**src/rtl/core_pkg.sv**
```systemverilog
`default_nettype none
// ============================================================================
// core_pkg -- shared opcodes, register constants and EX FSM states
// Revision: 1.0
// ============================================================================
package core_pkg;

    localparam logic [2:0] ALU_ADD = 3'b000;
    localparam logic [2:0] ALU_SUB = 3'b001;
    localparam logic [2:0] ALU_AND = 3'b010;
    localparam logic [2:0] ALU_OR  = 3'b011;
    localparam logic [2:0] ALU_SLT = 3'b100;
    localparam logic [2:0] ALU_NOR = 3'b101;
    localparam logic [2:0] ALU_SLL = 3'b110;
    localparam logic [2:0] ALU_MUL = 3'b111;

    localparam logic [4:0] REG_ZERO = 5'd0;

    typedef enum logic [1:0] {
        IDLE = 2'd0,
        MUL  = 2'd1,
        DONE = 2'd2
    } ex_state_t;

endpackage
`default_nettype wire

```
**src/rtl/ex_stage_seq_mult.sv**
```systemverilog
`default_nettype none
// ============================================================================
// seq_mult -- iterative shift-add multiplier, one partial product per cycle
// Revision: 1.0
// ============================================================================
module seq_mult
    import core_pkg::*;
#(
    parameter int DATA_W     = 32,
    parameter int MUL_CYCLES = 32
) (
    input  logic              clk,
    input  logic              rst,
    input  logic              start,
    input  logic              abort,
    input  logic [DATA_W-1:0] mcand,
    input  logic [DATA_W-1:0] mplier,
    output logic              busy,
    output logic              done,
    output logic              last,
    output logic [DATA_W-1:0] product
);

    localparam int CNT_W = (MUL_CYCLES > 1) ? $clog2(MUL_CYCLES) : 1;
    localparam logic [CNT_W-1:0] CNT_LAST = CNT_W'(MUL_CYCLES - 1);

    logic [DATA_W-1:0] mcand_reg;
    logic [DATA_W-1:0] mplier_reg;
    logic [DATA_W-1:0] acc;
    logic [CNT_W-1:0]  cnt;

    always_ff @(posedge clk or posedge rst) begin
        if (rst) begin
            mcand_reg  <= '0;
            mplier_reg <= '0;
            acc        <= '0;
            cnt        <= '0;
            busy       <= 1'b0;
            done       <= 1'b0;
        end else if (abort) begin
            mcand_reg  <= '0;
            mplier_reg <= '0;
            acc        <= '0;
            cnt        <= '0;
            busy       <= 1'b0;
            done       <= 1'b0;
        end else if (start) begin
            mcand_reg  <= mcand;
            mplier_reg <= mplier;
            acc        <= '0;
            cnt        <= '0;
            busy       <= 1'b1;
            done       <= 1'b0;
        end else if (busy) begin
            // Only the low DATA_W bits of the product are kept, so mcand may shift out.
            if (mplier_reg[0]) begin
                acc <= acc + mcand_reg;
            end
            mcand_reg  <= mcand_reg << 1;
            mplier_reg <= mplier_reg >> 1;
            cnt        <= cnt + CNT_W'(1);
            if (last) begin
                busy <= 1'b0;
                done <= 1'b1;
            end
        end else begin
            done <= 1'b0;
        end
    end

    assign last    = busy && (cnt == CNT_LAST);
    assign product = acc;

endmodule
`default_nettype wire

```
**src/rtl/ex_stage.sv**
```systemverilog
`default_nettype none
// ============================================================================
// ex_stage -- MIPS execute stage: operand forwarding, ALU, sequential multiply
//             and the EX/MEM pipeline register
// Revision: 1.0
// ============================================================================
module ex_stage
    import core_pkg::*;
#(
    parameter int DATA_W     = 32,
    parameter int MUL_CYCLES = 32
) (
    input  logic              clk,
    input  logic              rst,
    input  logic [DATA_W-1:0] rg1,
    input  logic [DATA_W-1:0] rg2,
    input  logic [DATA_W-1:0] imm_val,
    input  logic [4:0]        dest_reg,
    input  logic [4:0]        rd_rg1,
    input  logic [4:0]        rd_rg2,
    input  logic [2:0]        alu_op,
    input  logic              alu_src,
    input  logic              reg_dst,
    input  logic              mem_wr,
    input  logic              mem_rd,
    input  logic              data_src,
    input  logic              wr_reg,
    input  logic              wb_wr_reg,
    input  logic [4:0]        wb_dest,
    input  logic [DATA_W-1:0] wb_data,
    input  logic              ex_flush,
    output logic              ex_busy,
    output logic [DATA_W-1:0] exmem_alu_res,
    output logic [DATA_W-1:0] exmem_store_data,
    output logic [4:0]        exmem_dest,
    output logic              exmem_mem_wr,
    output logic              exmem_mem_rd,
    output logic              exmem_data_src,
    output logic              exmem_wr_reg
);

    ex_state_t         state;
    ex_state_t         state_next;
    logic [DATA_W-1:0] fwd_rs;
    logic [DATA_W-1:0] fwd_rt;
    logic [DATA_W-1:0] op_a;
    logic [DATA_W-1:0] op_b;
    logic [DATA_W-1:0] alu_res;
    logic [DATA_W-1:0] product;
    logic [4:0]        dest_sel;
    logic              exmem_fwd_ok;
    logic              wb_fwd_ok;
    logic              mul_start;
    logic              mul_busy;
    logic              mul_done;
    logic              mul_last;

    // A load in EX/MEM has no data yet; the ID hazard unit stalls that case.
    assign exmem_fwd_ok = exmem_wr_reg && !exmem_mem_rd && (exmem_dest != REG_ZERO);
    assign wb_fwd_ok    = wb_wr_reg && (wb_dest != REG_ZERO);

    always_comb begin
        fwd_rs = rg1;
        if (exmem_fwd_ok && (exmem_dest == rd_rg1)) begin
            fwd_rs = exmem_alu_res;
        end else if (wb_fwd_ok && (wb_dest == rd_rg1)) begin
            fwd_rs = wb_data;
        end
    end

    always_comb begin
        fwd_rt = rg2;
        if (exmem_fwd_ok && (exmem_dest == rd_rg2)) begin
            fwd_rt = exmem_alu_res;
        end else if (wb_fwd_ok && (wb_dest == rd_rg2)) begin
            fwd_rt = wb_data;
        end
    end

    assign op_a     = fwd_rs;
    assign op_b     = alu_src ? imm_val : fwd_rt;
    assign dest_sel = reg_dst ? dest_reg : rd_rg2;

    always_comb begin
        alu_res = '0;
        case (alu_op)
            ALU_ADD: alu_res = op_a + op_b;
            ALU_SUB: alu_res = op_a - op_b;
            ALU_AND: alu_res = op_a & op_b;
            ALU_OR:  alu_res = op_a | op_b;
            ALU_SLT: alu_res = {{(DATA_W-1){1'b0}}, ($signed(op_a) < $signed(op_b))};
            ALU_NOR: alu_res = ~(op_a | op_b);
            ALU_SLL: alu_res = op_b << op_a[4:0];
            default: alu_res = '0;
        endcase
    end

    seq_mult #(
        .DATA_W     (DATA_W),
        .MUL_CYCLES (MUL_CYCLES)
    ) u_seq_mult (
        .clk     (clk),
        .rst     (rst),
        .start   (mul_start),
        .abort   (ex_flush),
        .mcand   (op_a),
        .mplier  (op_b),
        .busy    (mul_busy),
        .done    (mul_done),
        .last    (mul_last),
        .product (product)
    );

    always_ff @(posedge clk or posedge rst) begin
        if (rst) begin
            state <= IDLE;
        end else begin
            state <= state_next;
        end
    end

    always_comb begin
        state_next = state;
        ex_busy    = 1'b0;
        mul_start  = 1'b0;
        case (state)
            IDLE: begin
                if (alu_op == ALU_MUL) begin
                    ex_busy    = 1'b1;
                    mul_start  = 1'b1;
                    state_next = MUL;
                end
            end
            MUL: begin
                ex_busy = 1'b1;
                // Never stall in MUL if the multiplier is not actually running.
                if (mul_last || !mul_busy) begin
                    state_next = DONE;
                end
            end
            DONE:    state_next = IDLE;
            default: state_next = IDLE;
        endcase
        if (ex_flush) begin
            ex_busy    = 1'b0;
            mul_start  = 1'b0;
            state_next = IDLE;
        end
    end

    // Every busy cycle and every flush pushes a bubble into EX/MEM.
    always_ff @(posedge clk or posedge rst) begin
        if (rst) begin
            exmem_alu_res    <= '0;
            exmem_store_data <= '0;
            exmem_dest       <= '0;
            exmem_mem_wr     <= 1'b0;
            exmem_mem_rd     <= 1'b0;
            exmem_data_src   <= 1'b0;
            exmem_wr_reg     <= 1'b0;
        end else if (ex_flush || ex_busy) begin
            exmem_alu_res    <= '0;
            exmem_store_data <= '0;
            exmem_dest       <= '0;
            exmem_mem_wr     <= 1'b0;
            exmem_mem_rd     <= 1'b0;
            exmem_data_src   <= 1'b0;
            exmem_wr_reg     <= 1'b0;
        end else begin
            exmem_alu_res    <= ((state == DONE) && mul_done) ? product : alu_res;
            exmem_store_data <= fwd_rt;
            exmem_dest       <= dest_sel;
            exmem_mem_wr     <= mem_wr;
            exmem_mem_rd     <= mem_rd;
            exmem_data_src   <= data_src;
            exmem_wr_reg     <= wr_reg;
        end
    end

endmodule
`default_nettype wire

```
**config.mk**
```make
export PLATFORM = sky130hd
export DESIGN_NAME = ex_stage
export DESIGN_NICKNAME = d
export VERILOG_FILES = /design/src/rtl/core_pkg.sv /design/src/rtl/ex_stage_seq_mult.sv /design/src/rtl/ex_stage.sv
export SDC_FILE = /design/constraint.sdc
export NUM_CORES = 1
export LEC_CHECK = 0
export CORE_MARGIN = 5
export CORE_UTILIZATION = 55
export CTS_BUF_LIST = sky130_fd_sc_hd__clkbuf_16
export CTS_CLUSTER_DIAMETER = 30
export DETAILED_ROUTE_END_ITERATION = 6
export GPL_TIMING_DRIVEN = 0
export PLACE_DENSITY_LB_ADDON = 0.2
export SLEW_MARGIN = 20
export SYNTH_ARGS = -nofsm -noshare
export SYNTH_HDL_FRONTEND = slang
export SYNTH_SLANG_ARGS = --single-unit
```
**constraint.sdc**
```tcl
create_clock -name clk -period 14.25 [get_ports clk]
set_input_delay 2.85 -clock clk [delete_from_list [all_inputs] [get_ports clk]]
set_output_delay 2.85 -clock clk [all_outputs]
set_load 0.02 [all_outputs]
```
Yosys cells after proc, flatten, opt, wreduce, memory -nomap -nowiden
Cells that the tools add are included.
{ "word_totals": {"reg_bits": 178, "latchBits": 0, "mem_bits_rw": 0, "rom_bits": 0, "in_bits": 161, "mem_count": 0} }
{ "op_classes": {"n_addsub": 4, "n_mul": 0, "div_mod_pow": 0, "n_lt_le_gt_ge": 1, "n_eq_ne": 17, "n_shift": 1, "muxes": 45, "bitwise_logic": 3, "reduce_logical": 21} }
{ "ops": {"columns": ["cell", "n"], "rows": [
  ["32-bit two-way mux", 18],
  ["32-bit case mux with 7 select lines", 1],
  ["32-bit adder", 2],
  ["32-bit AND", 1],
  ["32-bit less-than comparator", 1],
  ["32-bit inverter", 1],
  ["32-bit bitwise OR", 1],
  ["32-bit by 5-bit << shifter with 32-bit output", 1],
  ["32-bit subtractor", 1],
  ["5-bit two-way mux", 5],
  ["5-bit equality test", 4],
  ["1-bit two-way mux", 16],
  ["3-bit equality test (second input constant)", 4],
  ["5-bit nonzero test", 2],
  ["1-bit logical AND", 9],
  ["3-bit by 2-bit equality test with 1-bit output (second input constant)", 2],
  ["2-bit two-way mux", 3],
  ["3-bit inequality test (second input constant)", 2],
  ["3-bit nonzero test", 2],
  ["5-bit by 1-bit adder with 5-bit output (second input constant)", 1],
  ["5-bit equality test (second input constant)", 1],
  ["4-bit inequality test (second input constant)", 1],
  ["2-bit case mux with 2 select lines", 1],
  ["2-bit AND reduction", 2],
  ["other kinds (8)", 10]
]} }

Longest topological paths before layout
Gate-level depths: netlist (run 1).
{ "depth": {"word_depth": 11, "ltp_mapped": 22, "depth_no_buf": 19} }

Hierarchy
A second synthesis (run 1) with hierarchy kept.
{ "hier_totals": {"cells_unflattened": 2279, "area_unflattened_um2": 17799.6} }
{ "by_module_without_submodules": {"columns": ["mod", "n_inst", "cells_each", "area_each_um2", "seq_area_each_um2"], "rows": [
  ["ex_stage", 1, 1547, 11513.5, 1876.8],
  ["seq_mult", 1, 732, 6286.0, 2577.5]
]} }

Least setup slack after synthesis (run 1)
OpenSTA, ideal clock, no wires.
{ "synth_path": {"path_type": "input to register", "startpoint": "input wb_dest[1]", "endpoint": "register exmem_alu_res[26]", "setup_ns": 0.130, "arrival_time_ns": 7.212, "slack_ns": 6.908, "stages": 20, "path_buffers": 3, "cell_sequence": "or4_4 > o211ai_2 > nor2_1 > buf_2 > mux2i_1 > a21oi_2 > clkbuf_1 > ha_1 > buf_2 > a211oi_1 > o21ai_0 > a41oi_1 > a221o_1 > a31oi_1 > or2_2 > o221ai_1 > nor2b_1 > o22ai_1 > o21ai_0 > a31oi_1"} }
{ "synth_between": {"elab_chain_len": 11} }
{ "synth_lines": {"columns": ["item", "line", "source"], "rows": [
  ["from (decl)", "ex_stage.sv:29", "input logic [4:0] wb_dest,"],
  ["branches (longest 8 deep; another with 32-bit subtractor)", null, null],
  ["32-bit case mux with 7 select lines *", "ex_stage.sv:86", "case (alu_op)"],
  ["32-bit two-way mux *", "ex_stage.sv:170", "exmem_alu_res <= ((state == DONE) && mul_done) ? product : alu_res;"],
  ["32-bit two-way mux *", "ex_stage.sv:161", "end else if (ex_flush || ex_busy) begin"],
  ["to (signal assigned)", "ex_stage.sv:170", null],
  ["to (decl)", "ex_stage.sv:33", "output logic [DATA_W-1:0] exmem_alu_res,"]
]} }
Mark *: on every way between the ends.
A chain may end at the register's enable or synchronous reset.

Final worst setup path (run 1)
Same ends and word-level chain as after synthesis.

==> results of run 1 <==
[stage by stage]
step | std cells | worst slack, ns | total power (W) | hold slack [ns]
2_1_floorplan | 2121 | 6.57 | 0.000937 | 0.450
3_3_place_gp | 2747 | 4.19 | 0.00119 | 0.468
3_5_place_dp | 2750 | 4.23 | 0.00119 | 0.492
4_1_cts | 2782 | 4.68 | 0.00164 | 0.512
5_1_grt | 2783 | 4.27 | 0.00173 | 0.539
6_report | 2784 | 4.24 | 0.00168 | 0.514
[area by class of cell]
type / count / share of cell area [%]
repair buffers: 233 / 11.6
clock inverters: 15 / 0.580
multi-input cells: 1670 / 55.8
flip-flops and latches: 178 / 22.0
inverters: 131 / 2.47
plain buffers: 142 / 3.03
well taps: 396 / 2.44
diodes: 2 / 0.0247
clock buffers: 17 / 2.10
[metal layers]
metal | track usage [%] | up-vias | wire length (um) | share of wire, %
li1 | - | 8282 | - | -
met1 | 55.6 | 8988 | 28400 | 36
met2 | 66.8 | 1595 | 32800 | 42
met3 | 13.2 | 337 | 10800 | 14
met4 | 27.6 | 12 | 5850 | 7.5
met5 | 0 | - | 78 | 0.10
[how the worst min path moves through the flow]
stage,from,end,slack (ns),depth (start not counted)
2_1_floorplan,u_seq_mult.mplier_reg[31],u_seq_mult.mplier_reg[31],0.45,2
3_3_place_gp,u_seq_mult.mplier_reg[31],u_seq_mult.mplier_reg[31],0.47,2
3_5_place_dp,u_seq_mult.cnt[4],u_seq_mult.cnt[4],0.49,1
4_1_cts,u_seq_mult.mplier_reg[18],u_seq_mult.mplier_reg[18],0.51,2
5_1_grt,u_seq_mult.mplier_reg[31],u_seq_mult.mplier_reg[31],0.54,2
6_report,u_seq_mult.mplier_reg[21],u_seq_mult.mplier_reg[21],0.51,2
[cells by family (layout without fill, tap and decap cells)]
group                      after synthesis  in the layout  share of synthesized area, %
AOI/OAI and AO/OA                      818            818                          32.6
muxes                                   85             85                          5.16
xor gates and xnor gates                63             63                          3.27
and+or+nand+nor                        555            555                          14.8
other                                    0              2                             0
DFF                                    178            178                          26.4
buffers and inverters                  273            538                          6.56
adders and majority gates              149            149                          11.2
[worst register-to-register path: stages, from the launching register on]
cell	delay, ns
dfrtp_1	0.46
or4_4	0.57
o21ai_1	0.19
or3_1	0.18
buf_2	0.26
nor2_1	0.08
a21oi_2	0.67
clkbuf_1	0.80
ha_1	0.38
buf_2	0.17
a211oi_1	0.40
o21ai_0	0.26
a41oi_1	0.50
a221o_1	0.29
a31oi_1	0.13
or2_2	0.34
o221ai_1	0.27
nor2b_1	0.49
o22ai_1	0.14
o21ai_0	0.45
a31oi_1	0.32
[power by group through the flow]
stage / clock network, W / registers, W / logic, W
6_report: 0.000454 / 0.000554 / 0.000668
5_1_grt: 0.000472 / 0.000555 / 0.000701
4_1_cts: 0.000453 / 0.000552 / 0.000637
3_5_place_dp: 0 / 0.000562 / 0.000633
3_3_place_gp: 0 / 0.000561 / 0.000624
2_1_floorplan: 0 / 0.000574 / 0.000363
[placed cells by master, fill, tap and decap left out, types with 17 or more instances in the layout]
| master | count |
|---|---|
| a21o_1 | 35 |
| a21oi_1 | 111 |
| a221oi_1 | 22 |
| a22oi_1 | 76 |
| a31oi_1 | 18 |
| clkbuf_1 | 106 |
| clkbuf_16 | 17 |
| clkdlybuf4s50_1 | 230 |
| dfrtp_1 | 178 |
| ha_1 | 146 |
| inv_1 | 127 |
| mux2i_1 | 73 |
| nand2_1 | 184 |
| nand3_1 | 50 |
| nor2_1 | 154 |
| nor3_1 | 65 |
| o211a_1 | 33 |
| o21ai_0 | 285 |
| o21bai_1 | 19 |
| o22ai_1 | 18 |
| o31a_1 | 20 |
| xnor2_1 | 46 |
| xor2_1 | 17 |
==> out/results.md, run 1 <==
Layout
• 2683 — fin nets
• 0.00445 mm2 — area taken by flip-flops and latches
• 66.7% — post-layout utilization of the core
• 2511 — fillers
• 5.07% — ratio of cells with drive above 1 in the final layout
• 0.0113 mm2 — multi-input combinational cell area
• 0.0203 mm2 — Final Instance Area
• 20.2% — area added between synthesis and finish

Detailed routing
• 0 — antenna viol nets, final
• 19200 — DR vias
• 77900 um — Post-Route WL
• 6.90 — average vias per placed instance
• 28.0 um — average wire per standard cell
• 7 — router iterations before antenna repair
• 2840 — starting DRC count in detailed routing
• 1 — Residual DRC

Clock network
• 178 — CTS Sinks
• 17 — number of CTS-inserted buffers
• built — TritonCTS clock tree
• 4 — H-Tree Depth
• 0.07 ns — clock slew at the register clock pins of the worst setup and hold paths
• 0 — number of setup buffers added after CTS
• 0.47 ns — worst skew pair latency
• clkbuf_16 — root buffer cell
• 0 — CTS-repair resized insts
• 2 — maximum count of clock buffers along a single path
• 0 — cts-stage hold buffer count

Setup path
• 4 — buffers and inverters on the worst path
• 21 — Stages on worst setup path
• compound AO/OA/AOI/OAI gates — kind of cell adding the most delay to the critical path
• 12 — Critical Path Fanout Max
• flop — endpoint kind of the worst setup timing path
• 14.51 ns — required time reported for the critical path endpoint
• clkdlybuf4s50_1 -> or4_4 -> o211ai_2 -> nor2_1 -> buf_2 -> mux2i_1 -> a21oi_2 -> clkbuf_1 -> ha_1 -> buf_2 -> a211oi_1 -> o21ai_0 -> a41oi_1 -> a221o_1 -> a31oi_1 -> or2_2 -> o221ai_1 -> nor2b_1 -> o22ai_1 -> o21ai_0 -> a31oi_1 — series of cell instances along the critical path
• 0.79 ns — Crit path largest cell delay
• wb_dest[1] — crit path launch
• primary input — crit start category
• exmem_alu_res[26] — Worst Setup EP
• 10.27 ns — Data arrival, critical path
• exmem_alu_res[26] — endpoint of the most critical register-to-register path
• 20 — logic depth of the worst register-to-register path
• 6.73 ns — setup slack, reg-to-reg
• exmem_dest[2] — reg-to-reg startpoint
• primary input to flop — critical path class
• clkbuf_1 — slowest stage cell, crit path

Die
• 0.0343 mm2 — die outline area
• 0.0304 mm2 — floorplan core area
• 235 — # IOs
• 55.5% — Initial Util
• 64 — Placement Rows
• 185 um — horizontal die dimension
• 185 um — floorplan die height

Synthesis
• dfrtp_1 — primary flip-flop cell chosen by synthesis mapping
• 2121 — number of standard cells after synthesis
• 2431 — net count after synthesis
• 7.96 um2 — synthesized area divided by synthesized cell count
• dfrtp_1 — most area-hungry cell type in the Yosys netlist
• dfrtp_1 (26%), ha_1 (11%), o21ai_0 (8.5%) — top area cells in the synthesized netlist
• o21ai_0 (285), nand2_1 (184), dfrtp_1 (178) — most numerous cell types in the synthesized netlist
• o21ai_0 — dominant cell by count in the synthesized netlist
• 0 — number of flops mapped to enable cells by yosys
• 81 — unique cell type count in the Yosys netlist
• 178 — Synth Register Bits
• 0.0169 mm2 — synthesized cell area
• 0 — number of warnings issued by yosys
• 26.4% — top cell type's share of synthesized area
• 100% — fraction of registers with async set/reset
• 26.4% — part of the Yosys area used for sequential elements

STA
• 0 ns — Setup TNS
• 0 — Hold Fails Final Rpt
• 70.2% — final clock period utilization by the worst path
• 0.0124 ns — Clock Skew
• 22.2% — worst slew margin relative to its limit
• 1.16 ns — slew at the pin closest to its max-slew limit
• 0 — total count of max-transition violations in the final report
• 0 — final setup fails
• 99.9 MHz — achievable clock frequency
• 10.01 ns — Min Clock Period, post-route
• false — RSZ-0062 raised after global routing

Global routing
• 18500 — vias in the first global route
• 93 — pin count of the biggest net entering global routing
• 0 — final global-route overflow total
• 114000 um — wire length of the first global-routing pass
• 9 — antenna violations before repair
• 44.2% — combined global-route utilization of all metal layers

Place
• 63200 um — post-DP HPWL
• 230 — count of buffers inserted at the top-level ports
• 0.0197 mm2 — placement-stage cell area
• 1.09 — Placer Congestion

Power and ir drop
• 0.000667 W — Sw Pwr
• 39.9% — power share of the combinational group
• 0.00101 W — internal power
• 82.7 mW/mm2 — power density over the cells
• 33.0% — fraction of power consumed by sequential logic
• 27.1% — clock share of power
• 0.0837 mV — VDD IR-drop max
• 39.8% — share of total power consumed by net switching
• 9.12 nW — leakage power figure

Worst hold path
• flop to flop — path type of the worst min-delay path

Status
• DRC — violations in the final reports
• finished with violations — outcome

Run
• 0 — max-capacitance violation count

No activity file was read; power rests on OpenSTA's default activity.
==> run 2, diff against run 1 <==
- CORE_UTILIZATION: 55 -> 51
- clock period: 14.25 -> 8.8 ns (I/O delays scaled with it)
==> out/results.md, run 2 (synthesized netlist as in run 1, its figures left out) <==
Clock network
• built — TritonCTS clock tree
• 0.46 ns — worst skew pair latency
• 4 — H-Tree Depth
• 178 — CTS Sinks
• 2 — maximum count of clock buffers along a single path
• clkbuf_16 — root buffer cell
• 0 — number of setup buffers added after CTS
• 0 — cts-stage hold buffer count
• 0.07 ns — clock slew at the register clock pins of the worst setup and hold paths
• 17 — number of CTS-inserted buffers
• 0 — CTS-repair resized insts

Place
• 0.0198 mm2 — placement-stage cell area
• 230 — count of buffers inserted at the top-level ports
• 61600 um — post-DP HPWL
• 1.11 — Placer Congestion
• 2796 — placed cell count

STA
• 1.20 ns — slew at the pin closest to its max-slew limit
• 116 MHz — achievable clock frequency
• 0 — total count of max-transition violations in the final report
• 98.3% — final clock period utilization by the worst path
• 0.00680 ns — Clock Skew
• 0 — Hold Fails Final Rpt
• 0 — final setup fails
• 8.65 ns — Min Clock Period, post-route
• 19.5% — worst slew margin relative to its limit
• 0.493 ns — final hold slack
• false — RSZ-0062 raised after global routing

Setup path
• primary input — crit start category
• 9.10 ns — required time reported for the critical path endpoint
• flop — endpoint kind of the worst setup timing path
• 8.95 ns — Data arrival, critical path
• compound AO/OA/AOI/OAI gates — kind of cell adding the most delay to the critical path
• clkbuf_1 — slowest stage cell, crit path
• 12 — Critical Path Fanout Max
• 0.71 ns — Crit path largest cell delay
• 4 — buffers and inverters on the worst path
• wb_dest[1] — crit path launch
• clkdlybuf4s50_1 -> or4_4 -> o211ai_2 -> nor2_1 -> buf_2 -> mux2i_1 -> a21oi_2 -> clkbuf_1 -> ha_1 -> buf_2 -> a211oi_1 -> o21ai_0 -> a41oi_1 -> a221o_1 -> a31oi_1 -> o41ai_1 -> xor2_1 -> nor2_1 -> nor4_1 -> o21ai_0 -> a2bb2oi_1 — series of cell instances along the critical path
• primary input to flop — critical path class
• exmem_dest[2] — reg-to-reg startpoint

Run
• 0 — max-capacitance violation count

Global routing
• 40.1% — combined global-route utilization of all metal layers
• 91 — pin count of the biggest net entering global routing
• 17800 — vias in the first global route
• 111000 um — wire length of the first global-routing pass
• 2 — antenna violations before repair
• 0 — final global-route overflow total

Status
• finished clean — outcome

Die
• 192 um — floorplan die height
• 66 — Placement Rows
• 0.0326 mm2 — floorplan core area
• 235 — # IOs
• 192 um — horizontal die dimension
• 51.7% — Initial Util
• 0.0368 mm2 — die outline area

Power and ir drop
• 9.12 nW — leakage power figure
• 0.139 mV — VDD IR-drop max
• 131 mW/mm2 — power density over the cells

Detailed routing
• 18900 — DR vias
• 2555 — starting DRC count in detailed routing
• 76100 um — Post-Route WL
• 0 — antenna viol nets, final
• 7 — router iterations before antenna repair
• 26.9 um — average wire per standard cell
• 6.67 — average vias per placed instance
• 0 — Residual DRC

Layout
• 2830 — number of standard cells in the layout, taps in and fillers out
• o21ai_0 (285), clkdlybuf4s50_1 (230), nand2_1 (184) — most frequent cells in the layout
• 5.16% — ratio of cells with drive above 1 in the final layout
• 0.0203 mm2 — Final Instance Area
• 2921 — fillers
• 20.4% — area added between synthesis and finish
• 2683 — fin nets
• o21ai_0 — most common library cell in the layout ignoring fill and taps

Worst hold path
• flop to flop — path type of the worst min-delay path
• u_seq_mult.mplier_reg[31] — launch point of the worst hold path

-- run 2: cell count changes in the layout (fill, tap and decap cells not counted) --
| cell | change |
|---|---|
| inv_8 | -1 |
| bufinv_16 | -1 |
| clkinvlp_4 | +1 |
| clkinv_4 | +1 |
| inv_1 | +2 |
| clkinv_1 | -5 |
| nor2_2 | -1 |
| nor2_1 | +1 |
| clkinv_2 | +3 |
-- run 2: final timing paths --
check,endpoint,slack (ns),cells after the start
max in group asynchronous,u_seq_mult.mplier_reg[28],6.12,3
min reg2reg,u_seq_mult.mplier_reg[31],0.49,2
max reg2reg,exmem_alu_res[24],1.57,20
max,exmem_alu_res[24],0.15,21
min,u_seq_mult.mplier_reg[31],0.49,2
min in group asynchronous,exmem_dest[0],1.77,2
-- run 2: worst min-delay path, cell delays in order, from the launching register on --
cell and delay [ns]:
dfrtp_1 0.35, nand2_1 0.05, o21ai_0 0.06
-- run 2: report_power, final --
group          switching [W]  total (W)  internal [W]
logic               0.000675    0.00107      0.000392
clock network       0.000344   0.000701      0.000357
registers          0.0000375   0.000895      0.000857
-- run 2: through the flow --
| step | TNS, ns | setup slack, ns | total power [W] | utilization [%] |
|---|---|---|---|---|
| 2_1_floorplan | 0 | 2.21 | 0.00152 | - |
| 3_3_place_gp | -1.05 | -0.0256 | 0.00191 | 60.5 |
| 3_5_place_dp | 0 | 0.00921 | 0.00192 | 60.7 |
| 4_1_cts | 0 | 0.450 | 0.00262 | 62.3 |
| 5_1_grt | 0 | 0.0732 | 0.00276 | 62.3 |
| 6_report | 0 | 0.148 | 0.00266 | 62.3 |
-- run 2: cell type report --
cell class                      count  area [um2]  area share, %
Multi-Input combinational cell   1670       11300           55.7
Sequential cell                   178        4450           21.9
Timing Repair Buffer              233        2340           11.5
Buffer                            142         614           3.02
Tap cell                          442         553           2.72
Inverter                          131         500           2.46
Clock buffer                       17         425           2.09
Clock inverter                     15        96.3          0.474
Antenna cell                        2        5.00         0.0246
-- run 2: layer usage --
layer  part of all wire [%]  global-route usage [%]
met5                  0.017                       0
met4                    6.3                    21.0
met3                     12                    9.54
met2                     43                    62.4
met1                     39                    51.8
